[src/rtl/mux_scan_ctrl_pkg.sv]
// Shared constants for the nibble display mux select controller.
// Latency: n/a (definitions only).
// Backpressure: n/a (definitions only).
//
// Contents: blank select code, channel count, FSM state encodings,
// channel advance helper and dwell counter width helper.
package mux_scan_ctrl_pkg;

  localparam logic [1:0] SEL_BLANK = 2'b11;
  localparam int         NUM_CH    = 3;

  localparam logic [1:0] ST_BLANK  = 2'd0;
  localparam logic [1:0] ST_MANUAL = 2'd1;
  localparam logic [1:0] ST_SCAN   = 2'd2;
  localparam logic [1:0] ST_HOLD   = 2'd3;

  // Channel rotation 0->1->2->0; the blank code never comes out of here.
  function automatic logic [1:0] next_ch(input logic [1:0] cur);
    return (cur >= 2'(NUM_CH - 1)) ? 2'd0 : cur + 2'd1;
  endfunction

  // Width needed to count 0..dwell-1, never narrower than one bit.
  function automatic int cnt_width(input int dwell);
    return (dwell > 1) ? $clog2(dwell) : 1;
  endfunction

endpackage

[src/rtl/mux_scan_ctrl_dwell_timer.sv]
// Dwell timer: counts cycles a channel has been shown, flags the last one.
// Latency: expired is combinational from the registered count.
// Backpressure: none; clr wins over run, !run freezes the count.
//
// Ports:
//   clk, rst  clock and asynchronous active-high reset
//   clr       force count to 0 on the next edge
//   run       increment the count (wraps to 0 after DWELL-1)
//   expired   count currently equals DWELL-1
module dwell_timer
  import mux_scan_ctrl_pkg::*;
#(
  parameter int DWELL = 100_000_000
) (
  input  logic clk,
  input  logic rst,
  input  logic clr,
  input  logic run,
  output logic expired
);

  localparam int               CNT_W = cnt_width(DWELL);
  localparam logic [CNT_W-1:0] LAST  = CNT_W'(DWELL - 1);

  logic [CNT_W-1:0] cnt;

  assign expired = (cnt == LAST);

  always_ff @(posedge clk or posedge rst) begin
    if (rst) begin
      cnt <= '0;
    end else if (clr) begin
      cnt <= '0;
    end else if (run) begin
      // The top normally clears on expiry; wrapping here as well keeps the
      // count inside 0..DWELL-1 regardless of how the timer is driven.
      cnt <= expired ? '0 : cnt + 1'b1;
    end
  end

endmodule

[src/rtl/mux_scan_ctrl.sv]
// Select controller for the 4:1 nibble display mux (manual / auto scan / hold).
// Latency: all outputs registered, one cycle from inputs.
// Backpressure: none; inputs are sampled every cycle.
//
// Ports:
//   clk, rst   clock and asynchronous active-high reset
//   en         0 forces blank (sel=3)
//   mode       0 manual, 1 auto scan
//   man_sel    manual channel select (3 = blank, passed through)
//   pause      level, freezes auto scan
//   step       single-cycle pulse, advance one channel in scan/hold
//   sel        registered mux select
//   scanning   1 while in SCAN or HOLD
//   wrap       one-cycle pulse with the sel 2->0 advance
module mux_scan_ctrl
  import mux_scan_ctrl_pkg::*;
#(
  parameter int DWELL = 100_000_000
) (
  input  logic       clk,
  input  logic       rst,
  input  logic       en,
  input  logic       mode,
  input  logic [1:0] man_sel,
  input  logic       pause,
  input  logic       step,
  output logic [1:0] sel,
  output logic       scanning,
  output logic       wrap
);

  logic [1:0] state;
  logic [1:0] state_nxt;
  logic [1:0] sel_nxt;
  logic       wrap_nxt;
  logic       adv;
  logic       tmr_clr;
  logic       tmr_run;
  logic       expired;
  logic       in_scan;

  assign in_scan = (state == ST_SCAN) || (state == ST_HOLD);

  dwell_timer #(
    .DWELL (DWELL)
  ) u_timer (
    .clk     (clk),
    .rst     (rst),
    .clr     (tmr_clr),
    .run     (tmr_run),
    .expired (expired)
  );

  // Decisions are taken in priority order: enable, mode, pause, step, expiry.
  always_comb begin
    state_nxt = state;
    sel_nxt   = sel;
    wrap_nxt  = 1'b0;
    adv       = 1'b0;
    tmr_clr   = 1'b0;
    tmr_run   = 1'b0;

    if (!en) begin
      // Dropping enable discards the dwell count; re-entry starts at ch 0.
      state_nxt = ST_BLANK;
      sel_nxt   = SEL_BLANK;
      tmr_clr   = 1'b1;
    end else if (!mode) begin
      // Manual (also the exit from scan/hold): follow man_sel immediately.
      state_nxt = ST_MANUAL;
      sel_nxt   = man_sel;
      tmr_clr   = 1'b1;
    end else if (!in_scan) begin
      // Entering auto scan from blank or manual.
      state_nxt = ST_SCAN;
      sel_nxt   = 2'd0;
      tmr_clr   = 1'b1;
    end else if (pause) begin
      // The pausing edge itself freezes everything, step included; once
      // held, a step moves exactly one channel.
      state_nxt = ST_HOLD;
      adv       = (state == ST_HOLD) && step;
    end else begin
      // Scanning, or leaving hold: the count resumes on this same edge.
      state_nxt = ST_SCAN;
      if (step || expired) begin
        adv = 1'b1;
      end else begin
        tmr_run = 1'b1;
      end
    end

    // A step coinciding with expiry funnels into this single advance.
    if (adv) begin
      sel_nxt  = next_ch(sel);
      wrap_nxt = (sel == 2'(NUM_CH - 1));
      tmr_clr  = 1'b1;
    end
  end

  always_ff @(posedge clk or posedge rst) begin
    if (rst) begin
      state    <= ST_BLANK;
      sel      <= SEL_BLANK;
      scanning <= 1'b0;
      wrap     <= 1'b0;
    end else begin
      state    <= state_nxt;
      sel      <= sel_nxt;
      scanning <= (state_nxt == ST_SCAN) || (state_nxt == ST_HOLD);
      wrap     <= wrap_nxt;
    end
  end

endmodule

[config.mk]
export PLATFORM = sky130hd
export DESIGN_NAME = mux_scan_ctrl
export DESIGN_NICKNAME = d
export VERILOG_FILES = /design/src/rtl/mux_scan_ctrl_pkg.sv /design/src/rtl/mux_scan_ctrl_dwell_timer.sv /design/src/rtl/mux_scan_ctrl.sv
export SDC_FILE = /design/constraint.sdc
export NUM_CORES = 1
export LEC_CHECK = 0
export ABC_AREA = 1
export BUFFER_PORTS_ARGS = -buffer_cell sky130_fd_sc_hd__buf_2
export CAP_MARGIN = 20
export CORE_MARGIN = 2
export CORE_UTILIZATION = 46
export CTS_CLUSTER_SIZE = 25
export DETAILED_ROUTE_END_ITERATION = 16
export GPL_TIMING_DRIVEN = 0
export MAX_ROUTING_LAYER = met4
export PLACE_DENSITY = 0.71
export SLEW_MARGIN = 30
export SYNTH_ARGS = -nofsm -noshare
export SYNTH_HDL_FRONTEND = slang
export SYNTH_SLANG_ARGS = --single-unit
[constraint.sdc]
create_clock -name clk -period 3.4 [get_ports clk]
set_clock_uncertainty 0.1 [all_clocks]
set_input_delay 0.68 -clock clk [delete_from_list [all_inputs] [get_ports clk]]
set_output_delay 0.68 -clock clk [all_outputs]
set_load 0.02 [all_outputs]
**After elaboration in Yosys (flattened, before gate mapping)**

Cells that the tools add are included.
Widths: inputs -> output; s select.

- Register bits after elaboration: 33
- Bits in latches: 0
- Bits in writable memories: 0
- Bits in read-only memories: 0
- Bits of input ports: 8
- Output and inout bits: 4
- Logic and storage cells: 47
- Memories kept: 0

- Add/subtract/negate cells: 2
- Multiply operators: 0
- Divide/modulo/power cells: 0
- Magnitude comparators: 1
- Equal/unequal tests: 7
- Shift-type cells: 0
- Mux-type cells: 27
- Bitwise operators: 0
- Reduce and logical (&&, ||, !) cells: 5

Operator list:

| kind | number |
|---|---|
| $mux 27 | 3 |
| $add 27x1->27 const B | 1 |
| $eq 27x27->1 const B | 1 |
| $mux 1 | 17 |
| $mux 2 | 7 |
| $eq 2x2->1 const B | 5 |
| $ne 4x4->1 const B | 1 |
| $logic_or 1x1->1 | 3 |
| $add 2x1->2 const B | 1 |
| $ge 2x2->1 const B | 1 |
| $reduce_bool 2->1 | 1 |
| $logic_and 1x1->1 | 1 |

**Depth between registers and ports, before layout**

Gate-level depths: netlist (run 1).

- Word-level depth: 9
- Depth in mapped cells: 12
- Depth with buffers taken out: 11

**Modules after synthesis**

Synthesis (run 1) repeated with hierarchy kept, for this count alone.

- Cells, all modules: 300
- Area total of the unflattened synthesis: 2070.7 µm²

By module, submodules not included:

| module | times used | cells each | area an instance (µm²) | sequential area each (µm²) |
|---|---|---|---|---|
| dwell_timer | 1 | 259 | 1761.7 | 675.6 |
| mux_scan_ctrl | 1 | 41 | 309.0 | 127.6 |

**Least setup slack after synthesis (run 1)**

Ideal clock, no wire load.

- Kind: input-to-reg
- Start point: in en
- End point: reg u_timer.cnt[13]
- Setup time: 116 ps
- Arrival: 1460 ps
- Data required time: 3184 ps
- Slack: 1723 ps
- Stages: 8
- Path buffers: 1
- Cells stage by stage: nand2_1 > inv_1 > nand2_1 > a21oi_1 > nand2_4 > nand2_4 > buf_12 > nor2_2

- Word-level cells in the longest chain between the ends: 3
- Elaborated cells between the ends (all ways): 6
- Classes of those cells: mux (5); reduce/logical (1)

RTL lines:

| element | line | source |
|---|---|---|
| start: declaration | mux_scan_ctrl.sv:22 | `input logic en,` |
| $mux 1 | mux_scan_ctrl.sv:63 | `if (!en) begin` |
| $mux 1 | mux_scan_ctrl.sv:94 | `if (adv) begin` |
| $mux 27 or $reduce_bool 2->1 (tied branches) | n/a |  |
| end signal: assignment | mux_scan_ctrl_dwell_timer.sv:37 | `cnt <= expired ? '0 : cnt + 1'b1;` |
| end: declaration | mux_scan_ctrl_dwell_timer.sv:25 | `logic [CNT_W-1:0] cnt;` |

Several ways; a longest one is shown, not always the timed one.
A chain may end at the register's enable or synchronous reset.

**Final worst setup path (run 1)**

- Start point: reg u_timer.cnt[0]
- End point: reg u_timer.cnt[20]

- Word-level cells in the longest chain between the ends: 9
- Elaborated cells between the ends (all ways): 18
- Classes of those cells: add/sub (1); eq/ne (1); mux (14); reduce/logical (2)

RTL lines:

| element |
|---|
| parallel branches: the longest is 9 deep, another holds $add 27x1->27 |

Parallel ways; which one is timed is not known. The select of a mux whose other input is x is not followed.

==> impl_metrics.ini, run 1 <==
[logic_synthesis]
ys_top_cells_by_count = nand2_1, inv_1, nor2_1
synth_most_common_cell = nand2_1
yosys_warnings = 0
synthArstFlopShare_pct = 100
synth_cell_type_count = 26
synthesis.nets = 314
synth_top_area_share_pct = 35.0
synth-seq-cells = 32
synth_area_leaders = dfrtp_1, nand2_1, inv_1
synth_top_area_cell = dfrtp_1
syn_area_um2 = 2140
synth-edff-count = 0
syn_inst = 305
avgSynthCellArea_um2 = 7.03
seq_area_frac_synth_pct = 37.5
ys.flop_type = dfrtp_1

[worst_setup_path]
worst-path-max-fanout = 9
path_class = flip-flop to flip-flop
critPathRequiredTime_ps = 3500
cp-start-kind = flip-flop
end_kind = flip-flop
critPathArrivalTime_ps = 2000

[sta]
setup_viol_count_final = 0
hold_viol_final = 0
period_minus_slack_ps = 1900
setup_tns_ps = 0
rsz0062_at_grt = no
slew_viol_final = 0
slew_headroom_pct = 54.5
max_freq_mhz = 526
post-route-period-util_pct = 55.9
worstMarginPinSlew_ps = 681

[placement]
place.gp.congestion = 0.919
portBuffers = 11
dp_hpwl_um = 3460

[cts]
cts.repair.resized = 0
cts_tree = done
cts_made_buffers = 5
post_cts_buffers = 0
hold_buffers = 0
cts_root_buf = clkbuf_8
cts.htree.levels = 2
cts_sinks = 32
clockBufferDepth = 2
clk_pin_slew_worst_paths_ps = 70
clock_latency_ps = 280

[grt]
grt_pass1_vias = 1728
grt_max_degree = 33
grt_overflow_total = 0
antenna_found_initial = 0
grt_pass1_wl_um = 7950
grt_usage_pct = 20.2

[drt]
firstDrtPassIters = 4
ant_nets = 0
num_vias = 1918
drcViolationCount = 0
wire_per_inst_um = 12.1
drt-initial-drc-count = 161
routed_wl_um = 4550
vias_per_cell = 5.10

[layout]
drive_gt1_share_pct = 14.5
post-route-util_pct = 53.3
diodes = 0
area_growth_pct = 9.81
nets = 332

[outcome]
status = complete, no violations

[job]
cap_violations = 0

[hold_path]
min_path_type = input pin to asynchronous set/reset pin

[power_and_ir_drop]
leakage_uw = 0.000959
ir_worst_vdd_uv = 174
power.density_nw_per_um2 = 311

[floorplanning]
die_y_um = 72.3
initial_core_util_pct = 48.6
row_count = 24
ios = 12
core_area_um2 = 4410
die-width_um = 72.3
die_area_um2 = 5220
[worst max-delay path: stages (launching register included)]
cell and delay (ps):
dfrtp_1 400, ha_1 230, inv_1 90, nor2_2 60
nand2_2 120, nor2_2 60, nand2_2 80, nand2_4 110
nor2_1 370, nand3_1 110, o21ai_0 90
[worst paths after layout]
kind | startpoint | end | slack, ps | cells past startpoint
worst max-delay path | u_timer.cnt[0]$_DFFE_PP0P_ | u_timer.cnt[20]$_DFFE_PP0P_ | 1500 | 10
worst min-delay path | rst | state[0]$_DFF_PP0_ | 400 | 2
worst max register to register | u_timer.cnt[0]$_DFFE_PP0P_ | u_timer.cnt[20]$_DFFE_PP0P_ | 1500 | 10
worst min register to register | sel[1]$_DFFE_PP1P_ | sel[1]$_DFFE_PP1P_ | 420 | 2
max in group asynchronous | rst | u_timer.cnt[6]$_DFFE_PP0P_ | 2360 | 2
min in group clk | sel[1]$_DFFE_PP1P_ | sel[1]$_DFFE_PP1P_ | 420 | 2
[logic make-up (layout without fill, tap and decap cells)]
group	after synthesis	in the layout	share of synthesized area [%]
buf+inv	44	63	9.57
fa+ha+maj	1	1	0.584
xor+xnor	11	11	4.49
compound gates	31	31	9.05
flops	32	32	37.5
simple gates	186	186	38.8
[through the flow]
step	total power (uW)	std cells	hold slack [ps]	setup WS [ps]	cell area, um^2
after global routing	762	376	448	1200	2350
after detailed placement	440	368	413	1290	2260
after global placement	439	368	410	1330	2260
after floorplan	425	305	413	1720	2140
final	732	376	400	1500	2350
after CTS	742	376	424	1500	2350
[area by class of cell]
class                   instances  area, um^2
repair buffers                 11        55.1
flip-flops and latches         32         803
fillers                       434        2060
inverters                      41         154
plain buffers                   3        51.3
multi-input cells             229        1130
well taps                      52        65.1
clock buffers                   8        90.1
[per-layer routing]
metal	part of all wire [%]	track usage (%)	vias up
li1	-	-	999
met1	49	28.3	872
met2	44	30.2	40
met3	5.6	4.31	7
met4	1.1	4.82	0
met5	0	-	-
[cells in the final DEF (no fill, tap or decap), drive strengths merged]
cell	count
a21oi	8
and2	1
buf	14
clkbuf	8
dfrtp	30
dfstp	2
ha	1
inv	41
nand2	91
nand3	29
nand3b	1
nand4	2
nor2	55
nor3	7
o211ai	1
o21a	1
o21ai	10
o21bai	6
o22ai	5
xor2	11
[power by group]
group	internal [uW]	switching (uW)	total [uW]
Combinational	13.9	29.9	43.8
Sequential	385	2.78	388
Clock	165	135	300
[registers in the layout, summed over array words and instances (netlist names)]
| name | flops |
|---|---|
| sel | 2 |
| wrap | 1 |
| state | 1 |
| u_timer.cnt | 27 |
| scanning | 1 |
Power figures use the tool's default switching activity.
==> inputs of run 2 (changes only) <==
- clock period: 3.4 -> 1.8 ns (I/O delays scaled with it)
==> impl_metrics.ini, run 2 (synthesized netlist as in run 1, its figures left out) <==
[sta]
slew_viol_final = 0
period_minus_slack_ps = 1750
post-route-period-util_pct = 97.1
rsz0062_at_grt = yes
slew_headroom_pct = 53.7
setup_viol_count_final = 0
hold_viol_final = 0
max_freq_mhz = 572
worstMarginPinSlew_ps = 694

[worst_setup_path]
path_delay_family = simple AND/OR/NAND/NOR gates
cp_slowest_cell = dfrtp_1
path_common_cell = nand2_4
rr_startpoint = u_timer.cnt[1]$_DFFE_PP0P_
timing.critical_path.buf_inv = 2
crit_path_max_incr_delay_ps = 350
cp_cell_sequence = ha_2 -> inv_2 -> nor2_4 -> nand2_4 -> nor2_2 -> nand2_2 -> nand2_4 -> nand2_4 -> nand2_4 -> buf_12 -> nor2_2
cp-start-kind = flip-flop
worst-path-max-fanout = 10
critPathArrivalTime_ps = 1820
end_kind = flip-flop
path_class = flip-flop to flip-flop
reg2reg_to = u_timer.cnt[12]$_DFFE_PP0P_
r2r_slack_ps = 50
rr_worst_depth = 11
critPathRequiredTime_ps = 1870

[layout]
final_common_cell = nand2_1
layout_common_cells = nand2_1, inv_1, nor2_1
diodes = 0
area_growth_pct = 14.9
final_cells = 383
seqCellArea_um2 = 805
largest_reg_flops = 27
top_register = u_timer.cnt
reg_top3 = u_timer.cnt: 27 flops, sel: 2 flops
multi_input_area_um2 = 1190
drive_gt1_share_pct = 19.6
nets = 339
fillers = 425
post-route-util_pct = 55.8

[drt]
ant_nets = 0
drcViolationCount = 0
wire_per_inst_um = 12.9
num_vias = 1953
vias_per_cell = 5.10
drt-initial-drc-count = 174
firstDrtPassIters = 4
routed_wl_um = 4920

[cts]
cts_sinks = 32
clk_pin_slew_worst_paths_ps = 70
cts_root_buf = clkbuf_8
clockBufferDepth = 2
cts_tree = done
cts_made_buffers = 5
cts.htree.levels = 2
clock_latency_ps = 280

[floorplanning]
die_area_um2 = 5220
ios = 12
initial_core_util_pct = 48.6
core_area_um2 = 4410
die-width_um = 72.3
row_count = 24
die_y_um = 72.3

[grt]
grt_usage_pct = 20.4
grt_max_degree = 33
grt_pass1_wl_um = 8000
grt_overflow_total = 0
antenna_found_initial = 0
grt_pass1_vias = 1738

[placement]
portBuffers = 11
place.gp.congestion = 0.919
placed_cells = 368
dp_hpwl_um = 3460

[power_and_ir_drop]
ir_worst_vdd_uv = 326
power.density_nw_per_um2 = 565
leakage_uw = 0.00101

[hold_path]
min_path_type = input pin to asynchronous set/reset pin

[job]
cap_violations = 0

[outcome]
status = complete, no violations
==> run 2: final cells by class <==
class                   count  area share [%]
plain buffers               3            2.08
clock buffers               8            3.66
inverters                  41            6.25
multi-input cells         230            48.5
flip-flops and latches     32            32.7
well taps                  52            2.64
repair buffers             17            4.22
==> run 2: stage by stage <==
| step | setup slack [ps] | setup TNS [ps] | instance area [um^2] | power (uW) | hold slack [ps] |
|---|---|---|---|---|---|
| detailed placement | -88.7 | -638 | 2260 | 832 | 413 |
| finish | 53.1 | 0 | 2460 | 1390 | 84.7 |
| CTS | 9.53 | 0 | 2380 | 1400 | 107 |
| global placement | -62.0 | -567 | 2260 | 830 | 410 |
| global route | -34.2 | -252 | 2460 | 1450 | 161 |
| floorplan | 162 | 0 | 2140 | 802 | 349 |
==> run 2: worst max path at each step <==
stage,from,to,slack [ps],cells past startpoint
2_1_floorplan,u_timer.cnt[0]$_DFFE_PP0P_,u_timer.cnt[13]$_DFFE_PP0P_,160,12
3_3_place_gp,u_timer.cnt[0]$_DFFE_PP0P_,u_timer.cnt[22]$_DFFE_PP0P_,-60,10
3_5_place_dp,u_timer.cnt[0]$_DFFE_PP0P_,u_timer.cnt[22]$_DFFE_PP0P_,-90,8
4_1_cts,u_timer.cnt[1]$_DFFE_PP0P_,u_timer.cnt[12]$_DFFE_PP0P_,10,11
5_1_grt,u_timer.cnt[1]$_DFFE_PP0P_,u_timer.cnt[13]$_DFFE_PP0P_,-30,11
6_report,u_timer.cnt[1]$_DFFE_PP0P_,u_timer.cnt[12]$_DFFE_PP0P_,50,11
==> run 2: worst register-to-register path: stages, from the launching register on <==
cell and delay (ps):
dfrtp_1 350, ha_2 200, inv_2 60, nor2_4 150, nand2_4 90, nor2_2 120, nand2_2 80, nand2_4 120
nand2_4 80, nand2_4 90, buf_12 140, nor2_2 50
==> run 2: what timing repair did <==
| action | 4_1_cts | 5_1_grt |
|---|---|---|
| pin swaps | 1 | 5 |
| resized for setup | 3 | 18 |
| buffers inserted | 2 | 3 |
| setup endpoints to repair | 15 | 29 |
| gates cloned | 0 | 2 |
| hold buffers | 0 | 0 |
==> run 2: routing by layer <==
| metal | vias up | track usage (%) | share of wire (%) |
|---|---|---|---|
| met5 | - | - | 0 |
| met2 | 46 | 30.6 | 46 |
| met3 | 7 | 4.31 | 5.2 |
| li1 | 1011 | - | - |
| met4 | 0 | 4.82 | 1.1 |
| met1 | 889 | 28.4 | 48 |
==> run 2: where the power goes <==
group	leakage, uW	total [uW]	switching, uW	internal [uW]
Sequential	0.000436	733	5.20	728
Combinational	0.000529	94.7	62.7	32.0
Clock	0.0000455	565	253	312
Total	0.00101	1390	321	1070
